$ cat src/rtl/rot_seq_pkg.sv
// Shared definitions for the rotate/shift self-test sequencer.
//   - FSM state encodings
//   - mode encodings (sweep / LFSR)
//   - LFSR seed and tap positions
//   - golden rotate functions, written for any width up to GOLD_MAX_W
package rot_seq_pkg;

  typedef enum logic [2:0] {
    IDLE  = 3'd0,
    ISSUE = 3'd1,
    WAIT  = 3'd2,
    CHECK = 3'd3,
    DONE  = 3'd4
  } rot_seq_state_e;

  localparam logic MODE_SWEEP = 1'b0;
  localparam logic MODE_LFSR  = 1'b1;

  // x^5 + x^3 + 1, Fibonacci form: next = {q[3:0], q[4] ^ q[2]}
  localparam logic [4:0] LFSR_SEED   = 5'b00001;
  localparam int         LFSR_TAP_HI = 4;
  localparam int         LFSR_TAP_LO = 2;

  localparam int GOLD_MAX_W = 64;

  // {d,d} built at width w, then shifted; a shift of 0 returns d for both
  // directions without ever shifting a w-bit value by w.
  function automatic logic [2*GOLD_MAX_W-1:0] gold_dup(
    input logic [GOLD_MAX_W-1:0] d,
    input int unsigned           w
  );
    logic [2*GOLD_MAX_W-1:0] dd;
    dd = ({{GOLD_MAX_W{1'b0}}, d} << w) | {{GOLD_MAX_W{1'b0}}, d};
    return dd;
  endfunction

  function automatic logic [GOLD_MAX_W-1:0] gold_mask(input int unsigned w);
    logic [2*GOLD_MAX_W-1:0] m;
    m = ({{(2*GOLD_MAX_W-1){1'b0}}, 1'b1} << w) - 1;
    return m[GOLD_MAX_W-1:0];
  endfunction

  function automatic logic [GOLD_MAX_W-1:0] gold_rotl(
    input logic [GOLD_MAX_W-1:0] d,
    input int unsigned           s,
    input int unsigned           w
  );
    logic [2*GOLD_MAX_W-1:0] r;
    r = gold_dup(d, w) >> (w - s);
    return r[GOLD_MAX_W-1:0] & gold_mask(w);
  endfunction

  function automatic logic [GOLD_MAX_W-1:0] gold_rotr(
    input logic [GOLD_MAX_W-1:0] d,
    input int unsigned           s,
    input int unsigned           w
  );
    logic [2*GOLD_MAX_W-1:0] r;
    r = gold_dup(d, w) >> s;
    return r[GOLD_MAX_W-1:0] & gold_mask(w);
  endfunction

endpackage

$ cat src/rtl/rot_seq_lfsr5.sv
// 5-bit Fibonacci LFSR (x^5 + x^3 + 1) supplying pseudo-random shift amounts.
// Ports:
//   clk     rising-edge clock
//   reset   asynchronous active-low reset, loads LFSR_SEED
//   advance step to the next state this cycle
//   state   current LFSR value (never 0)
import rot_seq_pkg::*;

module rot_seq_lfsr5 (
  input  logic       clk,
  input  logic       reset,
  input  logic       advance,
  output logic [4:0] state
);

  logic feedback;
  assign feedback = state[LFSR_TAP_HI] ^ state[LFSR_TAP_LO];

  always_ff @(posedge clk or negedge reset) begin
    if (!reset)       state <= LFSR_SEED;
    else if (advance) state <= {state[3:0], feedback};
  end

endmodule

$ cat src/rtl/rotate_shift_sequencer.sv
// Self-checking stimulus sequencer for a barrel rotator.
// Issues (data, shift) pairs, waits RESULT_LAT clocks, then checks the
// rotator's left/right results against a golden rotate.
// Optional build macro: STOP_ON_FAIL_EN -- first mismatch ends the run.
// Ports:
//   clk, reset           clock, asynchronous active-low reset
//   start, mode          run request (IDLE only), 0 sweep / 1 LFSR shifts
//   seed_data            first operand, num_vectors run length
//   rot_data, rot_shift  registered operands to the rotator
//   left_rotate, right_rotate  rotator results
//   busy, done           run in progress, one-cycle end-of-run pulse
//   vec_count, err_count vectors checked, mismatching vectors (saturating)
//   first_fail_valid/_shift  shift amount of the first mismatching vector
import rot_seq_pkg::*;

module rotate_shift_sequencer #(
  parameter int WIDTH      = 32,
  parameter int SHIFT_W    = 5,
  parameter int COUNT_W    = 8,
  parameter int RESULT_LAT = 1
) (
  input  logic               clk,
  input  logic               reset,
  input  logic               start,
  input  logic               mode,
  input  logic [WIDTH-1:0]   seed_data,
  input  logic [COUNT_W-1:0] num_vectors,
  output logic [WIDTH-1:0]   rot_data,
  output logic [SHIFT_W-1:0] rot_shift,
  input  logic [WIDTH-1:0]   left_rotate,
  input  logic [WIDTH-1:0]   right_rotate,
  output logic               busy,
  output logic               done,
  output logic [COUNT_W-1:0] vec_count,
  output logic [COUNT_W-1:0] err_count,
  output logic               first_fail_valid,
  output logic [SHIFT_W-1:0] first_fail_shift
);

  localparam logic [2:0] S_IDLE  = 3'(IDLE);
  localparam logic [2:0] S_ISSUE = 3'(ISSUE);
  localparam logic [2:0] S_WAIT  = 3'(WAIT);
  localparam logic [2:0] S_CHECK = 3'(CHECK);
  localparam logic [2:0] S_DONE  = 3'(DONE);

  localparam int LAT_W = (RESULT_LAT > 1) ? $clog2(RESULT_LAT) : 1;
  localparam logic [LAT_W-1:0]   LAT_INIT  = LAT_W'((RESULT_LAT > 0) ? RESULT_LAT - 1 : 0);
  localparam logic [SHIFT_W-1:0] SHIFT_MAX = SHIFT_W'(WIDTH - 1);

  logic [2:0]         state;
  logic [LAT_W-1:0]   lat_cnt;
  logic [COUNT_W-1:0] num_q;
  logic               mode_q;
  logic [4:0]         lfsr_state;

  // golden results for the vector currently on rot_data/rot_shift
  logic [WIDTH-1:0] rotl_exp, rotr_exp;
  assign rotl_exp = WIDTH'(gold_rotl(GOLD_MAX_W'(rot_data), 32'(rot_shift), WIDTH));
  assign rotr_exp = WIDTH'(gold_rotr(GOLD_MAX_W'(rot_data), 32'(rot_shift), WIDTH));

  logic mismatch;
  assign mismatch = (left_rotate != rotl_exp) || (right_rotate != rotr_exp);

  logic [COUNT_W-1:0] vec_next;
  logic               last_vec, stop_now;
  assign vec_next = vec_count + COUNT_W'(1);
  assign last_vec = (vec_next == num_q);
`ifdef STOP_ON_FAIL_EN
  assign stop_now = last_vec || mismatch;
`else
  assign stop_now = last_vec;
`endif

  // The LFSR steps exactly when its value is consumed into rot_shift, so the
  // sequence continues across runs.
  logic load_first, load_next, lfsr_adv;
  assign load_first = (state == S_IDLE) && start && (num_vectors != '0);
  assign load_next  = (state == S_CHECK) && !stop_now;
  assign lfsr_adv   = (load_first && (mode == MODE_LFSR)) ||
                      (load_next && (mode_q == MODE_LFSR));

  rot_seq_lfsr5 u_lfsr (
    .clk     (clk),
    .reset   (reset),
    .advance (lfsr_adv),
    .state   (lfsr_state)
  );

  assign busy = (state == S_ISSUE) || (state == S_WAIT) || (state == S_CHECK);
  assign done = (state == S_DONE);

  always_ff @(posedge clk or negedge reset) begin
    if (!reset) begin
      state            <= S_IDLE;
      lat_cnt          <= '0;
      num_q            <= '0;
      mode_q           <= MODE_SWEEP;
      rot_data         <= '0;
      rot_shift        <= '0;
      vec_count        <= '0;
      err_count        <= '0;
      first_fail_valid <= 1'b0;
      first_fail_shift <= '0;
    end else begin
      case (state)
        S_IDLE: begin
          if (start) begin
            num_q            <= num_vectors;
            mode_q           <= mode;
            vec_count        <= '0;
            err_count        <= '0;
            first_fail_valid <= 1'b0;
            first_fail_shift <= '0;
            if (num_vectors == '0) begin
              state <= S_DONE;
            end else begin
              state     <= S_ISSUE;
              rot_data  <= seed_data;
              rot_shift <= (mode == MODE_LFSR) ? SHIFT_W'(lfsr_state) : '0;
            end
          end
        end
        S_ISSUE: begin
          if (RESULT_LAT == 0) begin
            state <= S_CHECK;
          end else begin
            state   <= S_WAIT;
            lat_cnt <= LAT_INIT;
          end
        end
        S_WAIT: begin
          if (lat_cnt == '0) state <= S_CHECK;
          else               lat_cnt <= lat_cnt - LAT_W'(1);
        end
        S_CHECK: begin
          vec_count <= vec_next;
          if (mismatch) begin
            if (err_count != '1) err_count <= err_count + COUNT_W'(1);
            if (!first_fail_valid) begin
              first_fail_valid <= 1'b1;
              first_fail_shift <= rot_shift;
            end
          end
          if (stop_now) begin
            state <= S_DONE;
          end else begin
            state <= S_ISSUE;
            if (mode_q == MODE_LFSR) begin
              rot_shift <= SHIFT_W'(lfsr_state);
            end else begin
              rot_shift <= rot_shift + SHIFT_W'(1);
              // each full sweep of shifts moves the data pattern by one bit
              if (rot_shift == SHIFT_MAX)
                rot_data <= {rot_data[WIDTH-2:0], rot_data[WIDTH-1]};
            end
          end
        end
        S_DONE:  state <= S_IDLE;
        default: state <= S_IDLE;
      endcase
    end
  end

endmodule

$ cat config.mk
export PLATFORM = sky130hd
export DESIGN_NAME = rotate_shift_sequencer
export DESIGN_NICKNAME = d
export VERILOG_FILES = /design/src/rtl/rot_seq_pkg.sv /design/src/rtl/rot_seq_lfsr5.sv /design/src/rtl/rotate_shift_sequencer.sv
export SDC_FILE = /design/constraint.sdc
export NUM_CORES = 1
export LEC_CHECK = 0
export CAP_MARGIN = 20
export CORE_UTILIZATION = 55
export DETAILED_ROUTE_END_ITERATION = 7
export PLACE_DENSITY_LB_ADDON = 0.2
export SYNTH_ARGS = -nofsm -noshare
export SYNTH_HDL_FRONTEND = slang
export SYNTH_HIERARCHICAL = 1
export SYNTH_SLANG_ARGS = --single-unit
$ cat constraint.sdc
create_clock -name clk -period 5.5 [get_ports clk]
set_input_delay 1.1 -clock clk [delete_from_list [all_inputs] [get_ports clk]]
set_output_delay 1.1 -clock clk [all_outputs]
set_load 0.01 [all_outputs]
; ---- Word-level counts from Yosys, hierarchy flattened
; Index checks and enable logic that the tools add are counted.
[word_totals]
register_bits = 77
input_bits = 108
output_inout_bits = 61
wordCells = 92
[classes]
n_addsub = 5
eq_ne = 18
n_shift = 2
mux = 31
bitwise = 2
reduce_logical = 23
[op_table]
columns = operator, n
row1 = 32-bit two-way mux, 5
row2 = 128-bit by 32-bit >> shifter with 32-bit output, 1
row3 = 32-bit inequality test, 2
row4 = 64-bit by 32-bit OR with 64-bit output, 1
row5 = 32-bit case mux with 2 select lines, 1
row6 = 64-bit by 5-bit >> shifter with 32-bit output, 1
row7 = 5-bit two-way mux, 8
row8 = 8-bit case mux with 2 select lines, 2
row9 = 8-bit two-way mux, 3
row10 = 5-bit case mux with 2 select lines, 2
row11 = 8-bit by 1-bit adder with 8-bit output (second input constant), 2
row12 = 2-bit inequality test (second input constant), 7
row13 = 3-bit two-way mux, 4
row14 = 3-bit case mux with 4 select lines, 1
row15 = 4-bit AND reduction, 3
row16 = 8-bit equality test, 1
row17 = 8-bit zero test, 1
row18 = 8-bit inequality test (second input constant), 1
row19 = 8-bit nonzero test, 1
row20 = 6-bit by 5-bit subtractor with 7-bit output (first input constant), 1
row21 = 3-bit by 2-bit equality test with 1-bit output (second input constant), 2
row22 = 2-bit AND reduction, 3
row23 = 6-bit AND reduction, 1
row24 = 5-bit by 1-bit adder with 5-bit output (second input constant), 1
row25 = 14 further kinds, 26

; ---- Logic depth before layout (Yosys ltp)
[depth]
word_depth = 6
depth_mapped = 21
depth_no_buf = 13

; ---- Hierarchy
; Netlist, hierarchy kept.
[by_module_without_submodules]
columns = mod, instances, cells_per_inst, area_per_inst_um2, seq_area_each_um2
row1 = rotate_shift_sequencer, 1, 1031, 9230.1, 1776.7
row2 = rot_seq_lfsr5, 1, 12, 188.9, 126.4

; ---- Worst setup path before layout
; Ideal clock, no wire load.
[synth_path]
path_kind = reg-to-reg
start = reg rot_shift[1]
end = reg first_fail_shift[2]
setup_time_ps = 80
t_arrival_ps = 5002
required_time_ps = 5420
slack_ps = 418
stages_incl_launch_ff = 20
n_path_buf = 6
period_less_slack_ps = 5082
cell_sequence = dfrtp_1 > buf_2 > inv_1 > buf_1 > clkbuf_1 > ha_1 > buf_6 > buf_6 > mux2_4 > mux4_2 > a32oi_1 > nand3_1 > nor3_1 > o22ai_1 > a2111o_1 > or4_4 > nor4_4 > or3_1 > buf_6 > mux2i_1
[synth_via]
elab_chain_len = 6
elab_cells_between_ends = 8
cone_classes = 1 x add/sub / 3 x eq/ne / 2 x shift / 2 x reduce/logical
[synth_lines]
columns = element, line
row1 = "start, declared", rotate_shift_sequencer.sv:29  ; output logic [SHIFT_W-1:0] rot_shift,
row2 = "start signal, assigned", rotate_shift_sequencer.sv:119  ; rot_shift <= (mode == MODE_LFSR) ? SHIFT_W'(lfsr_state) : '0;
row3 = "start signal, assigned", rotate_shift_sequencer.sv:149  ; rot_shift <= SHIFT_W'(lfsr_state);
row4 = "start signal, assigned", rotate_shift_sequencer.sv:151  ; rot_shift <= rot_shift + SHIFT_W'(1);
row5 = 6-bit by 5-bit subtractor with 7-bit output, rot_seq_pkg.sv:49  ; r = gold_dup(d, w) >> (w - s);
row6 = 128-bit by 32-bit >> shifter with 32-bit output, rot_seq_pkg.sv:49
row7 = 32-bit inequality test, rotate_shift_sequencer.sv:62  ; assign mismatch = (left_rotate != rotl_exp) || (right_rotate != rotr_exp);
row8 = 1-bit logical OR *, rotate_shift_sequencer.sv:62
row9 = 2-bit inequality test (no source line) *, n/a
row10 = 4-bit AND reduction (no source line) *, n/a
row11 = "end signal, assigned", rotate_shift_sequencer.sv:141  ; first_fail_shift <= rot_shift;
row12 = "end, declared", rotate_shift_sequencer.sv:37  ; output logic [SHIFT_W-1:0] first_fail_shift
; Every way passes the cells marked *; elsewhere a longest branch is shown, timed or not.
; A chain may end at the register's enable or synchronous reset.

; ---- Worst setup path after layout
[layout_path]
start = reg rot_shift[0]
end = reg first_fail_shift[2]
; Same word-level chain as after synthesis.

==> run metrics <==
first-pass GRT wire length=51,030 um; CTS tree=yes; die height=between 100 and 150 um; PortBufs=approximately 170; post-CTS setup buffer count=0; fraction of layout cells with a size suffix above 1=0.1723; nets=between 1,000 and 1,500; sequential fraction of the synthesis area=0.2020; Synth Flop Type=dfrtp_1; min setup slack post-route=about 0.34 ns; worst skew pair latency=roughly 0.35 ns; largest net degree at the start of global routing=just over 90; skew final=roughly 0.013 ns; Hold Crit Class=flop to flop; Distinct cells, synth=74; crit path max fanout=29; Remaining DRCs=0; gr ovfl total=0; Area growth syn-to-layout=21.74%; clock slew at reported path FFs=~0.07 ns; antenna-violating nets left=0; Place WS=0.4611 ns; average wire per standard cell=24.12 um; Worst slew margin=0.3541; Boundary Pins=169; Mean Syn Cell Area=about 9 um2; Die Span X=132.9 um; DR vias=a little over 9,000; Critical Path Max Stage Delay=between 0.7 and 0.8 ns; final-report setup violation count=0; CTS-repair resized insts=0; Post-Route WL=33,300 um; DP Wirelength=roughly 25,000 um; starting density of the core=0.5660; Async SR Flop Fraction=1.000; CP most frequent cell=nand3_1; worst path required time=5.77 ns; core area=16,640 um2; syn nets=between 1,000 and 1,500; diode count=0; Crit path buffers/inverters=2; Total GRT Usage=0.3753; cells along the critical path=clkinv_1 > ha_2 > buf_4 > mux2_2 > mux4_2 > nand3_1 > nand3_1 > nor3_1 > o22ai_1 > a2111o_1 > or4_4 > nor4_4 > or3_1 > mux2i_1; initial drt markers=around 1,200; row cnt=47; initial antenna violation count=0; leading post-synthesis cells by cell area=dfrtp_1 20%, mux4_2 15%, mux2i_1 13%, mux2_2 7.2%, nand2_1 5.0%; Period minus WS final=between 5 and 6 ns; yosys warns=6; final-report hold violation count=0; Worst-Margin Slew=just under 1 ns; max_cap viols=0; WS Path Type=flop to flop; design area=about 11,000 um2; die area=between 15,000 and 20,000 um2; Crit path max-delay family=simple AND/OR/NAND/NOR gates; filler instances=about 1,400; Yosys top cell by area=dfrtp_1; final design utilization=0.6890; Synth Cell Area=9419 um2; unrepaired setup endpoints after global routing=false; vias in the first global route=roughly 8,800; outcome=finished clean; synth cell count leaders=126 x mux2i_1, 126 x nand2_1, 75 x dfrtp_1; Placed Area=11,180 um2; H-tree lvl count=3; Post-synth EDFFs=0; Setup crit end kind=flop; nature of the critical path startpoint=flop; #FFs+latches synth=76; Slowest-stage cell, CP=ha_2; top cell type's share of synthesized area=0.1993; CTS sink count=76; CTS root buf=clkbuf_16; Pins Over Slew Limit=0; number of buffers created by CTS=9; final setup TNS=0 ns; DR vias/cell=slightly below 7; crit share post-route=0.9380; WP data arrival=between 5 and 6 ns; post-synthesis cell count=around 1,000; Max Root-Sink Buffers=2; Pre-antenna DRT Iters=8; RePlAce Congestion=around 1.0; Post-CTS Hold Buffers=0; maximum clock rate=approximately 0.19 GHz
[worst reg2reg max path: cells and delay by family (launching register included)]
kind                       cells  cell delay [ns]
and+or+nand+nor                6             1.89
muxes                          3             1.12
adders and majority gates      1             0.79
AOI/OAI and AO/OA              2             0.49
DFF                            1             0.43
buffers and inverters          2             0.36
[kinds of logic after synthesis]
family	count (synthesis)	synth area share
xor gates and xnor gates	79	0.07426
AOI/OAI and AO/OA	184	0.1279
and+or+nand+nor	335	0.1716
buffers and inverters	113	0.05845
DFF	76	0.2020
muxes	251	0.3591
adders and majority gates	5	0.006642
[routing by layer]
| layer | GRT usage | vias up | share of wire | routed length (um) |
|---|---|---|---|---|
| li1 | - | 4152 | - | - |
| met1 | 0.5421 | 4482 | 0.42 | 14110 |
| met2 | 0.5448 | 638 | 0.43 | 14210 |
| met3 | 0.1015 | 77 | 0.12 | 4108 |
| met4 | 0.1143 | 0 | 0.026 | 875 |
| met5 | 0 | - | 0 | 0 |
[stage by stage]
step                cells  hold slack (ns)
floorplan            1043           0.4652
global placement     1364           0.4837
detailed placement   1364           0.4859
CTS                  1380           0.5047
global route         1381           0.5130
finish               1381           0.5052
[state kept, by name, summed over array words and instances (netlist names)]
register and count:
u_lfsr/state 5, rot_data 32, first_fail_valid 1, first_fail_shift 5, num_q 8, mode_q 1
err_count 8, rot_shift 5, state 3, vec_count 8
[worst paths after layout]
kind                              start             endpoint  slack [ns]  cells after the start
max in group asynchronous         reset         rot_shift[0]        3.57                      2
hold / removal                 num_q[7]             num_q[7]        0.51                      2
min in group asynchronous         reset             num_q[2]        0.88                      1
hold reg to reg                num_q[7]             num_q[7]        0.51                      2
setup reg to reg           rot_shift[0]  first_fail_shift[2]        0.34                     14
setup / recovery           rot_shift[0]  first_fail_shift[2]        0.34                     14
[cells in the final DEF (no fill, tap or decap), types with 4 or more instances in the layout]
| cell type | instances |
|---|---|
| a211oi_1 | 5 |
| a21oi_1 | 20 |
| a221oi_1 | 11 |
| a22oi_1 | 10 |
| a32oi_1 | 4 |
| and3_1 | 10 |
| buf_4 | 32 |
| clkbuf_16 | 9 |
| clkdlybuf4s50_1 | 167 |
| dfrtp_1 | 73 |
| ha_1 | 4 |
| inv_1 | 12 |
| mux2_2 | 60 |
| mux2i_1 | 126 |
| mux4_2 | 63 |
| nand2_1 | 126 |
| nand3_1 | 33 |
| nand4_1 | 12 |
| nor2_1 | 47 |
| nor3_1 | 56 |
| nor4_1 | 14 |
| o211ai_1 | 6 |
| o21ai_0 | 65 |
| o21ai_1 | 8 |
| o221ai_1 | 7 |
| o22ai_1 | 13 |
| o2bb2ai_1 | 5 |
| or3_1 | 6 |
| or4_1 | 4 |
| xnor2_1 | 46 |
| xor2_1 | 31 |
[cell type report]
type / instances / area (um2) / area share
Multi-Input combinational cell: 854 / 7012 / 0.6115
Timing Repair Buffer: 201 / 1937 / 0.1689
Sequential cell: 76 / 1908 / 0.1664
Tap cell: 220 / 275.3 / 0.02400
Clock buffer: 9 / 225.2 / 0.01964
Clock inverter: 7 / 57.56 / 0.005019
Inverter: 14 / 52.55 / 0.004583
Power is left out: the tool's default activity adds up to more than one toggle a clock period on the data nets, which glitch-free logic cannot reach.
==> patch: new RTL, same flow settings <==
Build with the macro `STOP_ON_FAIL_EN` defined.
--- a/src/rtl/rotate_shift_sequencer.sv
+++ b/src/rtl/rotate_shift_sequencer.sv
@@ -11,6 +11,8 @@
 //   busy, done           run in progress, one-cycle end-of-run pulse
 //   vec_count, err_count vectors checked, mismatching vectors (saturating)
 //   first_fail_valid/_shift  shift amount of the first mismatching vector
+`define STOP_ON_FAIL_EN
+
 import rot_seq_pkg::*;
 
 module rotate_shift_sequencer #(
Function: changed (Yosys sat finds a counterexample within 10 cycles, from zero or initial values and one cycle with reset low).
==> patch against the unedited design <==
Synthesized area increased by 13%; critical path type unchanged; worst setup slack got worse by 0.10 ns; final area is 12% higher; first-iteration DRC count up 15%; largest cell class unchanged; sequential cell count unchanged; global-route usage increased by 1.9 points; routed wire length grew 17%.
Power is not shown: default switching activity piles up to over one toggle a cycle in this logic, so the estimate is an artifact.
==> patch: results <==
[status]
outcome = complete, no violations

[synthesis]
ys_types = 79
yosys_warnings = 6
ys_top_cells_by_area = mux4_2, dfrtp_1, mux2i_1
yosysSeqAreaShare_pct = 17.93
async_flop_share_pct = 100.0
synth_nets = 1289
synthTopCellsByCount = nand2_1, mux2i_1, mux4_2, dfrtp_1, clkbuf_1
synthFlopType = dfrtp_1

[timing]
skew_ns = 0.008496
worst_slew_pin_slew_ns = 0.9735

[placement]
place_hpwl_um = 28400
place_congestion = 1.096
io_buffers = 168

[cells_and_area]
layout-drive-gt1-share_pct = 18.00
fillers = 1553
top_register = rot_data
largest_reg_flops = 32
antenna_cells = 0
nets = 1408

[route]
drt_wl_total_um = 38880
topRoutingLayerUsed = met4
met2WireLength_um = 16700
first_iter_violations = 1367
wl_met1_um = 15110
num_vias = 10873
wl_met3_um = 4846
drt-pass1-iter-count = 7

[global_routing]
first_global_vias = 10291
grt_pass1_wl_um = 59980
grtUsageTotal_pct = 39.45
antenna_found_initial = 0
grt_start_max_net_pins = 87

[clock_network]
cts.clk_slew.worst_paths_ns = 0.06
cts_made_buffers = 9
cts-htree-levels = 3
worst_skew_pair.late_latency_ns = 0.33
cts_buffer_depth = 2
cts_root_buf = clkbuf_16

[worst_setup_path]
rr_worst_depth = 15
crit_fanout = 26
crit_end = u_lfsr/state[4]
path_class = reg -> reg
startpoint = rot_shift[0]
r2r_slack_ns = 0.24
cp.arrival_ns = 5.48

[min_path]
hp-class = reg -> reg
patch: changes by cell type in the layout (fill, tap and decap cells not counted), sizes merged, moves of 11 or more:
cell / delta
mux4: +22
a221oi: -11
o21ai: -31
mux2: +23
nand2: +80
buf: +16
nor3: -42
patch: routing by layer:
metal	track usage, %	up-vias
met3	8.865	172
met5	0	-
met1	53.31	5128
met4	20.02	0
met2	59.52	861
li1	-	4712
patch: critical path: stages (launching register included):
cell	delay [ns]
dfrtp_4	0.42
inv_1	0.08
ha_4	0.49
buf_4	0.30
mux2i_1	0.39
o21ai_0	0.30
o21ai_0	0.33
a31oi_1	0.12
a221o_1	0.26
a2111oi_0	0.59
nand4_1	0.26
nor4_4	0.49
nand2_1	0.15
or2_1	0.30
o22ai_2	0.28
mux2_2	0.38
patch: what timing repair did:
action	in CTS	in global routing
endpoints found under the hold margin	0	0
gates resized for setup	0	3
hold buffers	0	0
setup buffers	0	2
setup endpoints to repair	0	37
patch: final cells by class:
type                       count  area share, %
clock buffer                  10          1.782
clock inverter                 6         0.4966
inverter                      14         0.4090
multi-input combinational    977          63.78
sequential                    76          14.85
tap                          260          2.532
timing repair buffer         217          16.15
patch: cell families (layout without fill, tap and decap cells):
kind of cell | after synthesis | count (layout) | share of synthesized area, %
buffers and inverters | 123 | 247 | 5.269
flip-flops | 76 | 76 | 17.93
adder cells (fa/ha/maj) | 5 | 5 | 0.5894
multiplexers | 292 | 292 | 38.56
XOR/XNOR | 69 | 69 | 5.765
AO/OA/AOI/OAI | 205 | 205 | 14.11
AND/OR/NAND/NOR | 406 | 406 | 17.78
patch: worst min path at each step:
stage	start	end	slack (ns)	depth (start not counted)
CTS	num_q[6]	num_q[6]	0.50	2
floorplan	num_q[2]	num_q[2]	0.47	2
finish	num_q[6]	num_q[6]	0.50	2
global route	num_q[1]	num_q[1]	0.52	2
detailed placement	num_q[6]	num_q[6]	0.48	2
global placement	num_q[6]	num_q[6]	0.48	2
patch: metrics by stage:
stage / std cells / hold slack [ns] / instance area [um^2] / util (%) / worst slack [ns]
after floorplan: 1176 / 0.4652 / 10630 / - / 0.06627
after global placement: 1542 / 0.4790 / 12530 / 66.52 / 0.2268
after detailed placement: 1542 / 0.4831 / 12530 / 66.52 / 0.1182
after CTS: 1558 / 0.4984 / 12820 / 68.08 / 0.1070
after global routing: 1560 / 0.5212 / 12850 / 68.24 / 0.04043
final: 1560 / 0.4969 / 12850 / 68.24 / 0.2382
